<file path="src/rtl/apb_bfm_pkg.sv">
// apb_bfm_pkg - shared types and constants for the PM-side APB initiator.
//   apb_state_e : transfer sequencer states (IDLE/SETUP/ACCESS/RESP)
//   APB_AW/DW   : APB address and data widths
//   apb_rsp_t   : response record returned to the command issuer
package apb_bfm_pkg;

    localparam int APB_AW = 32;
    localparam int APB_DW = 32;

    typedef enum logic [1:0] {
        IDLE   = 2'd0,
        SETUP  = 2'd1,
        ACCESS = 2'd2,
        RESP   = 2'd3
    } apb_state_e;

    typedef struct packed {
        logic [APB_DW-1:0] rdata;
        logic              err;
        logic              timeout;
    } apb_rsp_t;

endpackage

</file>
<file path="src/rtl/apb_pm_master_if.sv">
// apb_pm_master_if - PM-side APB bus bundle.
//   master modport : drives PSEL/PADDR/PWRITE/PENABLE/PWDATA, samples PRDATA/PREADY/PSLVERR
//   slave modport  : the mirror image, used by the bridge or a bench model
interface apb_pm_master_if;

    logic                           PSEL_PM;
    logic [apb_bfm_pkg::APB_AW-1:0] PADDR_PM;
    logic                           PWRITE_PM;
    logic                           PENABLE_PM;
    logic [apb_bfm_pkg::APB_DW-1:0] PWDATA_PM;
    logic [apb_bfm_pkg::APB_DW-1:0] PRDATA_PM;
    logic                           PREADY_PM;
    logic                           PSLVERR_PM;

    modport master (
        output PSEL_PM, PADDR_PM, PWRITE_PM, PENABLE_PM, PWDATA_PM,
        input  PRDATA_PM, PREADY_PM, PSLVERR_PM
    );

    modport slave (
        input  PSEL_PM, PADDR_PM, PWRITE_PM, PENABLE_PM, PWDATA_PM,
        output PRDATA_PM, PREADY_PM, PSLVERR_PM
    );

endinterface

</file>
<file path="src/rtl/apb_pm_wdog.sv">
// apb_pm_wdog - ACCESS-phase timeout counter.
//   PCLK_PM, PRESETN_PM : clock, async active-low reset
//   load                : restart the count (asserted in SETUP)
//   en                  : count one stalled ACCESS cycle
//   expire              : terminal count reached; the current stalled cycle is the last one
// Down-counter loaded with LIMIT-1, so expire after LIMIT-1 stalled edges matches an
// up-count compare against LIMIT-1. LIMIT = 0 never expires.
module apb_pm_wdog #(
    parameter int unsigned LIMIT = 256
) (
    input  logic PCLK_PM,
    input  logic PRESETN_PM,
    input  logic load,
    input  logic en,
    output logic expire
);

    localparam int unsigned LOAD_VAL = (LIMIT > 0) ? LIMIT - 1 : 0;
    localparam int unsigned CW       = (LOAD_VAL > 0) ? $clog2(LOAD_VAL + 1) : 1;

    logic [CW-1:0] cnt_q;

    always_ff @(posedge PCLK_PM or negedge PRESETN_PM) begin
        if (!PRESETN_PM) begin
            cnt_q <= '0;
        end else if (load) begin
            cnt_q <= CW'(LOAD_VAL);
        end else if (en && (cnt_q != '0)) begin
            cnt_q <= cnt_q - 1'b1;
        end
    end

    assign expire = (LIMIT != 0) && (cnt_q == '0);

endmodule

</file>
<file path="src/rtl/apb_pm_master.sv">
// apb_pm_master - single-outstanding APB initiator for the PM side of the CDC bridge BFM.
//   PCLK_PM, PRESETN_PM           : clock, async active-low reset
//   CMD_VALID/READY/WRITE/ADDR/WDATA : command handshake
//   apb (apb_pm_master_if.master) : APB bus
//   RSP_VALID/READY/RDATA/ERR/TIMEOUT : response handshake
//   BUSY                          : a transfer is in flight
// Optional build macro APB_PM_MASTER_STATS_EN adds parameter CNT_W, input STAT_CLR and
// saturating counters STAT_RD/STAT_WR/STAT_ERR/STAT_TO.
//
// state  | meaning
// IDLE   | ready for a command; APB idle
// SETUP  | PSEL high, PENABLE low, one cycle
// ACCESS | PSEL and PENABLE high, waiting for PREADY or timeout
// RESP   | response held until RSP_READY; APB idle
module apb_pm_master
    import apb_bfm_pkg::*;
#(
    parameter int unsigned TIMEOUT_CYCLES = 256
`ifdef APB_PM_MASTER_STATS_EN
    ,
    parameter int unsigned CNT_W = 16
`endif
) (
    input  logic              PCLK_PM,
    input  logic              PRESETN_PM,
    input  logic              CMD_VALID,
    output logic              CMD_READY,
    input  logic              CMD_WRITE,
    input  logic [APB_AW-1:0] CMD_ADDR,
    input  logic [APB_DW-1:0] CMD_WDATA,
    apb_pm_master_if.master   apb,
    output logic              RSP_VALID,
    input  logic              RSP_READY,
    output logic [APB_DW-1:0] RSP_RDATA,
    output logic              RSP_ERR,
    output logic              RSP_TIMEOUT,
    output logic              BUSY
`ifdef APB_PM_MASTER_STATS_EN
    ,
    input  logic              STAT_CLR,
    output logic [CNT_W-1:0]  STAT_RD,
    output logic [CNT_W-1:0]  STAT_WR,
    output logic [CNT_W-1:0]  STAT_ERR,
    output logic [CNT_W-1:0]  STAT_TO
`endif
);

    apb_state_e        state_q, state_d;
    apb_rsp_t          rsp_q, rsp_d;
    logic [APB_AW-1:0] paddr_q;
    logic [APB_DW-1:0] pwdata_q;
    logic              pwrite_q;
    logic              wdog_expire;

    apb_pm_wdog #(.LIMIT(TIMEOUT_CYCLES)) u_wdog (
        .PCLK_PM    (PCLK_PM),
        .PRESETN_PM (PRESETN_PM),
        .load       (state_q == SETUP),
        .en         ((state_q == ACCESS) && !apb.PREADY_PM),
        .expire     (wdog_expire)
    );

    always_ff @(posedge PCLK_PM or negedge PRESETN_PM) begin
        if (!PRESETN_PM) begin
            state_q  <= IDLE;
            rsp_q    <= '0;
            paddr_q  <= '0;
            pwdata_q <= '0;
            pwrite_q <= 1'b0;
        end else begin
            state_q <= state_d;
            rsp_q   <= rsp_d;
            if ((state_q == IDLE) && CMD_VALID) begin
                paddr_q  <= CMD_ADDR;
                pwdata_q <= CMD_WDATA;
                pwrite_q <= CMD_WRITE;
            end
        end
    end

    always_comb begin
        state_d        = state_q;
        rsp_d          = rsp_q;
        CMD_READY      = 1'b0;
        RSP_VALID      = 1'b0;
        apb.PSEL_PM    = 1'b0;
        apb.PENABLE_PM = 1'b0;
        case (state_q)
            IDLE: begin
                CMD_READY = 1'b1;
                if (CMD_VALID) state_d = SETUP;
            end
            SETUP: begin
                apb.PSEL_PM = 1'b1;
                state_d     = ACCESS;
            end
            ACCESS: begin
                apb.PSEL_PM    = 1'b1;
                apb.PENABLE_PM = 1'b1;
                // PREADY is checked first so a completing slave beats the timeout.
                if (apb.PREADY_PM) begin
                    state_d       = RESP;
                    rsp_d.rdata   = pwrite_q ? '0 : apb.PRDATA_PM;
                    rsp_d.err     = apb.PSLVERR_PM;
                    rsp_d.timeout = 1'b0;
                end else if (wdog_expire) begin
                    state_d       = RESP;
                    rsp_d.rdata   = '0;
                    rsp_d.err     = 1'b1;
                    rsp_d.timeout = 1'b1;
                end
            end
            RESP: begin
                RSP_VALID = 1'b1;
                if (RSP_READY) state_d = IDLE;
            end
            default: state_d = IDLE;
        endcase
    end

    assign apb.PADDR_PM  = paddr_q;
    assign apb.PWDATA_PM = pwdata_q;
    assign apb.PWRITE_PM = pwrite_q;
    assign RSP_RDATA     = rsp_q.rdata;
    assign RSP_ERR       = rsp_q.err;
    assign RSP_TIMEOUT   = rsp_q.timeout;
    assign BUSY          = (state_q != IDLE);

`ifdef APB_PM_MASTER_STATS_EN
    logic             rsp_enter;
    logic [CNT_W-1:0] stat_rd_q, stat_wr_q, stat_err_q, stat_to_q;

    assign rsp_enter = (state_q == ACCESS) && (state_d == RESP);

    always_ff @(posedge PCLK_PM or negedge PRESETN_PM) begin
        if (!PRESETN_PM) begin
            stat_rd_q  <= '0;
            stat_wr_q  <= '0;
            stat_err_q <= '0;
            stat_to_q  <= '0;
        end else if (STAT_CLR) begin
            stat_rd_q  <= '0;
            stat_wr_q  <= '0;
            stat_err_q <= '0;
            stat_to_q  <= '0;
        end else if (rsp_enter) begin
            if (!pwrite_q && !(&stat_rd_q))     stat_rd_q  <= stat_rd_q + 1'b1;
            if (pwrite_q && !(&stat_wr_q))      stat_wr_q  <= stat_wr_q + 1'b1;
            if (rsp_d.err && !(&stat_err_q))    stat_err_q <= stat_err_q + 1'b1;
            if (rsp_d.timeout && !(&stat_to_q)) stat_to_q  <= stat_to_q + 1'b1;
        end
    end

    assign STAT_RD  = stat_rd_q;
    assign STAT_WR  = stat_wr_q;
    assign STAT_ERR = stat_err_q;
    assign STAT_TO  = stat_to_q;
`endif

endmodule

</file>
<file path="src/flat_wrapper.sv">
// flat-port wrapper written by rule: the top's interface ports become plain ports
module apb_pm_master_flat import apb_bfm_pkg::*;
#(
    parameter int unsigned TIMEOUT_CYCLES = 256

)
  (PCLK_PM, PRESETN_PM, CMD_VALID, CMD_READY, CMD_WRITE, CMD_ADDR, CMD_WDATA, RSP_VALID, RSP_READY, RSP_RDATA, RSP_ERR, RSP_TIMEOUT, BUSY, apb_PSEL_PM, apb_PADDR_PM, apb_PWRITE_PM, apb_PENABLE_PM, apb_PWDATA_PM, apb_PRDATA_PM, apb_PREADY_PM, apb_PSLVERR_PM);
  apb_pm_master_if apb_i ();
  input  logic PCLK_PM;
  input  logic PRESETN_PM;
  input  logic CMD_VALID;
  output logic CMD_READY;
  input  logic CMD_WRITE;
  input  logic [APB_AW-1:0] CMD_ADDR;
  input  logic [APB_DW-1:0] CMD_WDATA;
  output logic RSP_VALID;
  input  logic RSP_READY;
  output logic [APB_DW-1:0] RSP_RDATA;
  output logic RSP_ERR;
  output logic RSP_TIMEOUT;
  output logic BUSY;
  output wire logic [$bits(apb_i.PSEL_PM)-1:0] apb_PSEL_PM;
  output wire logic [$bits(apb_i.PADDR_PM)-1:0] apb_PADDR_PM;
  output wire logic [$bits(apb_i.PWRITE_PM)-1:0] apb_PWRITE_PM;
  output wire logic [$bits(apb_i.PENABLE_PM)-1:0] apb_PENABLE_PM;
  output wire logic [$bits(apb_i.PWDATA_PM)-1:0] apb_PWDATA_PM;
  input wire logic [$bits(apb_i.PRDATA_PM)-1:0] apb_PRDATA_PM;
  input wire logic [$bits(apb_i.PREADY_PM)-1:0] apb_PREADY_PM;
  input wire logic [$bits(apb_i.PSLVERR_PM)-1:0] apb_PSLVERR_PM;
  assign apb_PSEL_PM = apb_i.PSEL_PM;
  assign apb_PADDR_PM = apb_i.PADDR_PM;
  assign apb_PWRITE_PM = apb_i.PWRITE_PM;
  assign apb_PENABLE_PM = apb_i.PENABLE_PM;
  assign apb_PWDATA_PM = apb_i.PWDATA_PM;
  assign apb_i.PRDATA_PM = apb_PRDATA_PM;
  assign apb_i.PREADY_PM = apb_PREADY_PM;
  assign apb_i.PSLVERR_PM = apb_PSLVERR_PM;
  apb_pm_master #(.TIMEOUT_CYCLES(TIMEOUT_CYCLES)) u_core (.PCLK_PM(PCLK_PM), .PRESETN_PM(PRESETN_PM), .CMD_VALID(CMD_VALID), .CMD_READY(CMD_READY), .CMD_WRITE(CMD_WRITE), .CMD_ADDR(CMD_ADDR), .CMD_WDATA(CMD_WDATA), .apb(apb_i), .RSP_VALID(RSP_VALID), .RSP_READY(RSP_READY), .RSP_RDATA(RSP_RDATA), .RSP_ERR(RSP_ERR), .RSP_TIMEOUT(RSP_TIMEOUT), .BUSY(BUSY));
endmodule
</file>
<file path="config.mk">
export PLATFORM = sky130hd
export DESIGN_NAME = apb_pm_master_flat
export DESIGN_NICKNAME = d
export VERILOG_FILES = /design/src/rtl/apb_bfm_pkg.sv /design/src/rtl/apb_pm_master_if.sv /design/src/rtl/apb_pm_wdog.sv /design/src/rtl/apb_pm_master.sv /design/src/flat_wrapper.sv
export SDC_FILE = /design/constraint.sdc
export NUM_CORES = 1
export LEC_CHECK = 0
export CORE_AREA = 3 3 108 110
export CTS_CLUSTER_DIAMETER = 30
export DETAILED_ROUTE_END_ITERATION = 10
export DIE_AREA = 0 0 111 113
export PLACE_DENSITY_LB_ADDON = 0.15
export SETUP_SLACK_MARGIN = 0.05
export SLEW_MARGIN = 0
export SYNTH_ARGS = -nofsm -noshare
export SYNTH_HDL_FRONTEND = slang
export SYNTH_SLANG_ARGS = --single-unit
</file>
<file path="constraint.sdc">
create_clock -name PCLK_PM -period 3.8 [get_ports PCLK_PM]
set_input_delay 0.57 -clock PCLK_PM [delete_from_list [all_inputs] [get_ports PCLK_PM]]
set_output_delay 0.57 -clock PCLK_PM [all_outputs]
set_load 0.005 [all_outputs]
</file>
# Word level (Yosys, flattened, before mapping)
# Cells that the tools add are included.
dict set report word_totals {
  ff_bits 109
  word_cells 42
  inputBits 103
}
dict set report op_classes {
  n_reduce_logical 13
  mux 14
  n_eq_ne 6
  n_addsub 1
}
# cell count
set op_table {}
lappend op_table {{$mux 34} 2}
lappend op_table {{$mux 32} 1}
lappend op_table {{$mux 8} 2}
lappend op_table {{$logic_not 8->1} 1}
lappend op_table {{$mux 2} 4}
lappend op_table {{$pmux 2 s4} 1}
lappend op_table {{$reduce_bool 8->1} 1}
lappend op_table {{$sub 8x1->8 const B} 1}
lappend op_table {{$reduce_bool 2->1} 3}
lappend op_table {{$eq 2x2->1 const B} 2}
lappend op_table {{$mux 1} 4}
lappend op_table {{$ne 2x2->1 const B} 2}
lappend op_table {{$logic_and 1x1->1} 3}
lappend op_table {{$ne 3x3->1 const B} 1}
lappend op_table {{$reduce_and 3->1} 1}
lappend op_table {{$eq 2x1->1 const B} 1}
lappend op_table {{$logic_not 2->1} 1}
lappend op_table {{$reduce_and 2->1} 1}
lappend op_table {{$reduce_or 2->1} 1}
lappend op_table {{$logic_not 1->1} 1}

# Logic depth before layout (Yosys ltp)
# Gate-level depths: netlist of the first run.
dict set report depth {
  ltp_word 5
  depth_mapped 7
}

# By module
# Synthesis of the first run repeated with hierarchy kept, for this count alone.
dict set report hier_totals {
  hier_cells 348
  area_unflattened_um2 4600.7
}
# module n_inst seq_area_each_um2 cells_each area_each_um2
set modules_own_cells {}
lappend modules_own_cells {apb_pm_master 1 2527.4 302 4136.5}
lappend modules_own_cells {apb_pm_wdog 1 200.2 46 464.2}

# Worst setup path after synthesis of the first run
# Ideal clock, no wire load.
dict set report synth_path {
  path_type {register -> register}
  from {register u_core.state_q[0]}
  to {register u_core.u_wdog.cnt_q[3]}
  path_buffers 0
  arrival_time_ns 1.689
  setup_slack_ns 1.987
  path_stages_with_launch 6
  period_less_slack_ns 1.813
  path_cell_list {dfrtp_1 inv_1 ha_1 or4b_4 nand2b_1 a211o_1}
}
dict set report synth_between {
  elab_chain_len 4
}
# element line
set synth_lines {}
lappend synth_lines {{from (decl)} apb_pm_master.sv:48} ;# apb_state_e state_q, state_d;
lappend synth_lines {{from (signal assigned)} apb_pm_master.sv:71} ;# state_q <= state_d;
lappend synth_lines {{$eq 2x2->1} apb_pm_master.sv:59} ;# .en ((state_q == ACCESS) && !apb.PREADY_PM),
lappend synth_lines {{$logic_and 1x1->1} apb_pm_master.sv:59}
lappend synth_lines {{$logic_and 1x1->1} apb_pm_wdog.sv:28} ;# end else if (en && (cnt_q != '0)) begin
lappend synth_lines {{$reduce_bool 2->1 (no line)} --}
lappend synth_lines {{to (signal assigned)} apb_pm_wdog.sv:27} ;# cnt_q <= CW'(LOAD_VAL);
lappend synth_lines {{to (signal assigned)} apb_pm_wdog.sv:29} ;# cnt_q <= cnt_q - 1'b1;
lappend synth_lines {{to (decl)} apb_pm_wdog.sv:21} ;# logic [CW-1:0] cnt_q;
# Several ways; a longest one is shown, not always the timed one.
# A chain may end at the register's enable or synchronous reset.

# Worst setup path after layout of the first run
dict set report layout_path {
  from {register u_core.state_q[0]}
  to {output port apb_PENABLE_PM}
}
dict set report layout_between {
  elab_chain_len 2
}
# element line
set layout_lines {}
lappend layout_lines {{$eq 2x2->1} apb_pm_master.sv:88} ;# case (state_q)
lappend layout_lines {{$mux 1} apb_pm_master.sv:88}
lappend layout_lines {{to (decl)} flat_wrapper.sv:25} ;# output wire logic [$bits(apb_i.PENABLE_PM)-1:0] apb_PENABLE_PM;
# Every way passes these cells.

==> results of run 1 <==
flip-flops by register name, indices dropped and copies added (netlist names):
signal	cells
u_core.apb.PWRITE_PM	1
u_core.RSP_ERR	1
u_core.u_wdog.cnt_q	8
u_core.apb.PWDATA_PM	32
u_core.RSP_RDATA	32
u_core.RSP_TIMEOUT	1
u_core.state_q	2
u_core.apb.PADDR_PM	32
kinds of logic after synthesis:
family,Yosys count
buffers and inverters,31
AO/OA/AOI/OAI,86
multiplexers,66
AND/OR/NAND/NOR,127
flip-flops,109
adder cells (fa/ha/maj),7
power by group:
group          leakage [nW]  internal, mW  switching (mW)
registers              1.22          1.68           0.304
clock network        0.0889         0.260           0.407
logic                  1.58          1.65           0.926
worst paths after layout:
path	startpoint	end	slack (ns)	cells after the start
hold / removal	PRESETN_PM	u_core.u_wdog.cnt_q[4]$_DFFE_PN0P_	0.41	1
setup / recovery	u_core.state_q[0]$_DFFE_PN0P_	apb_PENABLE_PM	1.20	3
setup reg to reg	u_core.state_q[0]$_DFFE_PN0P_	u_core.u_wdog.cnt_q[0]$_DFFE_PN0P_	1.50	6
min in group PCLK_PM	u_core.apb.PADDR_PM[5]$_DFFE_PN0P_	u_core.apb.PADDR_PM[5]$_DFFE_PN0P_	0.51	1
hold reg to reg	u_core.apb.PADDR_PM[5]$_DFFE_PN0P_	u_core.apb.PADDR_PM[5]$_DFFE_PN0P_	0.51	1
max in group asynchronous	PRESETN_PM	u_core.apb.PADDR_PM[29]$_DFFE_PN0P_	2.46	2
worst max-delay path, stage by stage, from the launching register on:
cell	delay (ns)
dfrtp_1	0.41
inv_1	0.16
ha_2	0.49
clkdlybuf4s50_1	0.59
Yosys cell counts (all sizes together) (2+ instances only):
| master | count |
|---|---|
| nand3 | 2 |
| nor2 | 4 |
| a211oi | 2 |
| nor2b | 67 |
| nand2b | 2 |
| ha | 7 |
| o211ai | 3 |
| dfrtp | 109 |
| or4b | 2 |
| nand2 | 35 |
| mux2 | 65 |
| inv | 6 |
| a21oi | 35 |
| or4 | 3 |
| a211o | 4 |
| or3 | 3 |
| o21ai | 35 |
| buf | 8 |
| nor3 | 3 |
| clkbuf | 17 |
area by class of cell:
cell class | instances | area (um^2)
clock buffer | 10 | 137.6
clock inverter | 6 | 46.29
fill | 864 | 3525
inverter | 6 | 22.52
multi-input combinational | 286 | 2054
sequential | 109 | 2728
tap | 140 | 175.2
timing repair buffer | 212 | 2105
routing by layer:
metal | vias up | part of all wire (%) | track usage, %
met2 | 146 | 49 | 35.80
met3 | 14 | 9.9 | 9.037
li1 | 1860 | - | -
met5 | - | 0 | 0
met4 | 0 | 1.3 | 6.158
met1 | 1897 | 40 | 25.75
==> key figures, run 1 <==
Status
  • Outcome: complete, no violations

Yosys
  • Largest family of logic cells by synthesized area: multiplexers
  • Multiplexer share of the synthesized area: about 15%
  • Ys Warns: 0
  • Seq/Total Area, Yosys: a little under three fifths
  • Mean post-synth cell area: ~12 um^2
  • Syn_nets: 536
  • Compound-Gate Fraction of Synth Area: approximately a tenth
  • Post-synth EDFFs: 0
  • Ys flop type: dfrtp_1
  • Synth Area in Simple Gates: 15.00%
  • Mapped Area: 0.004903 mm^2
  • Area contributors post-synth: dfrtp_1, mux2_2, nor2b_1
  • Synthesized-area fraction occupied by adder cells: 1.786%
  • Cells after Synth: between 400 and 500
  • XOR/XNOR share of the synthesized area: 0%
  • Post-synth ARST share: between 90% and 100%
  • Top cell type's share of synthesized area: between 50% and 60%
  • Post-synthesis cell type count: 38
  • Synth area leader: dfrtp_1
  • Seq cells post-synth: 109

Pwr
  • Max VDD drop: around 0.00042 V
  • P_leak: around 2.9 nW
  • Pwr dens: slightly above 700 mW/mm^2
  • Total power: 5.228 mW

STA
  • Setup slack after layout: ~1.2 ns
  • Max Freq: approximately 380 MHz
  • RSZ-0062 raised after global routing: false
  • Final setup viols: 0
  • Count of final hold-check violations: 0
  • Fin Setup TNS: 0 ns
  • Max-slew violation count: 0
  • Hold slack: around 0.41 ns
  • Clk_skew: around 0.0084 ns
  • Final min period: approximately 2.6 ns
  • Period Utilization, post-route: 68.55%
  • Slew margin rel.: 24.90%
  • Slew at the pin with the worst max-slew slack: between 1 and 1.5 ns

CTS
  • Clock transition at path regs: ~0.1 ns
  • Root Buffer: clkbuf_8
  • Num CTS Buffers: 9
  • Clock Latency Late Sink: between 0.3 and 0.4 ns
  • # clock sinks: 109
  • Post-cts sizing count: 0
  • TritonCTS clock tree: yes
  • H-Tree Depth: 3
  • Clk buf depth: 2
  • Setup Fix Bufs, Post-CTS: 0
  • Hold bufs inserted after CTS: 0

Detailed routing
  • Routed vias/inst: between 5 and 6
  • WL final: ~13 mm
  • Post-DRT Antenna Nets: 0
  • Starting DRT DRC Count: between 200 and 250
  • Detailed-route via count: between 3,000 and 4,000
  • Drt pass-1 iters: 6
  • Routed WL per cell: approximately 17 um
  • DRC errors left: 0

Die
  • Die area: approximately 0.013 mm^2
  • Core box area: 0.01079 mm^2
  • Number of top-level pins: 207
  • Starting Density: between 40% and 50%
  • Die width: 111 um
  • Die height: around 110 um
  • # rows: 38

Placed design
  • PortBufs: about 200
  • Post-DP Area: 0.007084 mm^2
  • Hpwl dp: approximately 9.5 mm
  • Dpl ws: between 1 and 1.5 ns
  • Cell count after placement: roughly 750
  • Routability cong.: 0.7702

Worst hold path
  • HP Class: in -> async

Critical path
  • CP Data Required Time: 3.23 ns
  • Crit start category: flip-flop
  • Worst EP arrival: just over 2 ns
  • Critical path class: reg -> out
  • Setup crit end kind: primary output
  • Worst Path Max Fanout: 22

Layout
  • Layout cells sized above 1: 15.58%
  • Commonest non-fill, non-tap cell in the layout: clkdlybuf4s50_1
  • Antenna Cells: 0
  • Post-layout util: 67.34%
  • Synth-to-Final Area Change: 48.23%
  • # nets final: between 700 and 800
  • Most frequent cells in the layout: clkdlybuf4s50_1, dfrtp_1, nor2b_1
  • Finished Layout Cells: 769
  • Post-route cell area: 0.007268 mm^2

Global route
  • GRT Residual Overflow: 0
  • Largest net degree at the start of global routing: 88
  • Vias in the first global route: 4,064
  • First-pass GRT wire length: around 21 mm
  • Gr usage total: 21.50%
  • Initial antenna violation count: 0

Flow run
  • Max-cap viol count: 0
Power figures use the tool's default switching activity.
==> run 2: changes to the inputs <==
--- a/config.mk
+++ b/config.mk
@@ -5,10 +5,10 @@
 export SDC_FILE = /design/constraint.sdc
 export NUM_CORES = 1
 export LEC_CHECK = 0
-export CORE_AREA = 3 3 108 110
+export CORE_AREA = 3 3 111 113
 export CTS_CLUSTER_DIAMETER = 30
 export DETAILED_ROUTE_END_ITERATION = 10
-export DIE_AREA = 0 0 111 113
+export DIE_AREA = 0 0 114 116
 export PLACE_DENSITY_LB_ADDON = 0.15
 export SETUP_SLACK_MARGIN = 0.05
 export SLEW_MARGIN = 0
==> constraint.sdc (replaced) <==
create_clock -name PCLK_PM -period 2.5 [get_ports PCLK_PM]
set_input_delay 0.375 -clock PCLK_PM [delete_from_list [all_inputs] [get_ports PCLK_PM]]
set_output_delay 0.375 -clock PCLK_PM [all_outputs]
set_load 0.005 [all_outputs]
==> run 2 against run 1 <==
  * Combinational power rose by 53%
  * Clock power is 110% higher
  * Clock-buffer cell count rose by 1
  * Utilization is 2.4 points lower
  * Final area up 2.0%
  * Setup slack worse by 0.90 ns
  * Sequential share of layout area fell by 0.75 points
  * Final cell count is 0.78% higher
  * Routed wire length increased by 3.1%
  * Largest cell class unchanged
==> key figures, run 2 (synthesized netlist as in run 1, its figures left out) <==
Critical path
  • Setup crit end kind: primary output
  • Cell Chain, Critical Path: inv_1 -> ha_1 -> buf_4 -> clkdlybuf4s50_1
  • Critical path class: reg -> out
  • Crit start category: flip-flop
  • CP Data Required Time: approximately 2.1 ns
  • Worst EP arrival: around 1.8 ns
  • CP Buf/Inv Count: 3
  • Cell family with most CP delay: buffers and inverters
  • Critical path's largest stage delay: just over 0.5 ns
  • Worst Path Max Fanout: 10
  • Slowest-stage cell, CP: clkdlybuf4s50_1

Global route
  • Initial antenna violation count: 0
  • Largest net degree at the start of global routing: 50
  • GRT Residual Overflow: 0
  • First-pass GRT wire length: 22.29 mm
  • Gr usage total: between 20% and 30%
  • Vias in the first global route: 4,280

Pwr
  • Combinational Power Share: between 40% and 50%
  • Pwr dens: between 1000 and 1500 mW/mm^2
  • Switching pwr: approximately 2.6 mW
  • P_leak: roughly 3 nW
  • Sw Ratio: between 30% and 40%
  • Sequential Power Share: between 30% and 40%
  • Max VDD drop: roughly 0.0009 V
  • Int Pwr: ~5.8 mW
  • Clock power share: roughly 17%

Detailed routing
  • Routed WL per cell: between 15 and 20 um
  • Post-DRT Antenna Nets: 0
  • Starting DRT DRC Count: between 300 and 400
  • Routed vias/inst: a little over 5
  • DRC errors left: 0
  • Drt pass-1 iters: 4
  • WL final: around 14 mm
  • Detailed-route via count: approximately 4,000

Layout
  • # nets final: around 740
  • Layout cells sized above 1: between 10% and 20%
  • Most frequent cells in the layout: clkdlybuf4s50_1, dfrtp_1, nor2b_1
  • Post-route cell area: 0.007416 mm^2
  • Commonest non-fill, non-tap cell in the layout: clkdlybuf4s50_1
  • Finished Layout Cells: approximately 780
  • Synth-to-Final Area Change: 51.24%
  • # fillers: about 900
  • Antenna Cells: 0

STA
  • Final setup viols: 0
  • Slew margin rel.: between 50% and 60%
  • RSZ-0062 raised after global routing: false
  • Max Freq: ~450 MHz
  • Period Utilization, post-route: 88.27%
  • Fin Setup TNS: 0 ns
  • Slew at the pin with the worst max-slew slack: approximately 0.64 ns
  • Final min period: 2.207 ns
  • Count of final hold-check violations: 0
  • Clk_skew: roughly 0.0089 ns
  • Max-slew violation count: 0

CTS
  • Num CTS Buffers: 9
  • Setup Fix Bufs, Post-CTS: 0
  • Root Buffer: clkbuf_16
  • Hold bufs inserted after CTS: 0
  • H-Tree Depth: 3
  • Clk buf depth: 2
  • Clock transition at path regs: roughly 0.07 ns
  • TritonCTS clock tree: yes
  • Clock Latency Late Sink: ~0.35 ns
  • Post-cts sizing count: 0
  • # clock sinks: ~110

Worst hold path
  • HP Class: in -> async

Die
  • Die area: 0.01322 mm^2
  • # rows: 39
  • Die width: around 110 um
  • Core box area: about 0.011 mm^2
  • Number of top-level pins: about 210
  • Starting Density: approximately 43%
  • Die height: around 120 um

Placed design
  • Post-DP Area: between 0.007 and 0.008 mm^2
  • Routability cong.: about 0.83
  • PortBufs: slightly above 200
  • Hpwl dp: 9.793 mm
  • Cell count after placement: 759

Flow run
  • Max-cap viol count: 0

Status
  • Outcome: complete, no violations
run 2: changes by cell type in the layout (fill, tap and decap cells not counted), sizes merged:
| cell | delta |
|---|---|
| clkinvlp | -2 |
| clkinv | -2 |
| buf | +3 |
| clkbuf | +1 |
| inv | +3 |
run 2: layout make-up:
cell class              instances  area (um^2)  area share [%]
well taps                     143        178.9           2.413
multi-input cells             286         2052           27.67
clock buffers                  11        242.7           3.273
inverters                       6        22.52          0.3037
repair buffers                215         2152           29.02
clock inverters                 5        40.04          0.5399
flip-flops and latches        109         2728           36.78
run 2: path summary, 6_finish.rpt:
kind	from	to	slack (ns)	depth (start not counted)
setup / recovery	u_core.state_q[0]$_DFFE_PN0P_	apb_PENABLE_PM	0.29	4
hold / removal	PRESETN_PM	u_core.u_wdog.cnt_q[7]$_DFFE_PN0P_	0.03	1
max in group asynchronous	PRESETN_PM	u_core.apb.PWDATA_PM[6]$_DFFE_PN0P_	1.75	2
hold reg to reg	u_core.apb.PADDR_PM[17]$_DFFE_PN0P_	u_core.apb.PADDR_PM[17]$_DFFE_PN0P_	0.51	1
min in group PCLK_PM	u_core.apb.PADDR_PM[17]$_DFFE_PN0P_	u_core.apb.PADDR_PM[17]$_DFFE_PN0P_	0.51	1
setup reg to reg	u_core.u_wdog.cnt_q[0]$_DFFE_PN0P_	u_core.state_q[1]$_DFFE_PN0P_	0.50	5
run 2: per-layer routing:
layer | GRT usage, % | up-vias | wire, um | share of wire (%)
li1 | - | 1877 | - | -
met1 | 24.77 | 1945 | 5264 | 38
met2 | 34.89 | 168 | 6642 | 48
met3 | 12.58 | 11 | 1743 | 13
met4 | 5.067 | 0 | 133 | 0.96
met5 | 0 | - | 0 | 0
run 2: per-stage QoR:
step	hold slack, ns	setup slack, ns	utilization [%]	total power, mW
2_1_floorplan	0.07941	0.6869	-	4.707
3_3_place_gp	0.4307	0.5102	62.47	6.897
3_5_place_dp	0.4382	0.4637	62.47	7.027
4_1_cts	0.05525	0.2659	64.95	8.478
5_1_grt	0.06509	0.1813	64.95	8.996
6_report	0.03377	0.2931	64.95	8.366
run 2: power by group through the flow:
stage               combinational (mW)  sequential, mW  clock, mW
floorplan                         1.65            3.06          0
global placement                  3.90            3.00          0
detailed placement                3.97            3.06          0
CTS                               4.01            3.04       1.43
global route                      4.34            3.15       1.50
finish                            3.94            3.04       1.39
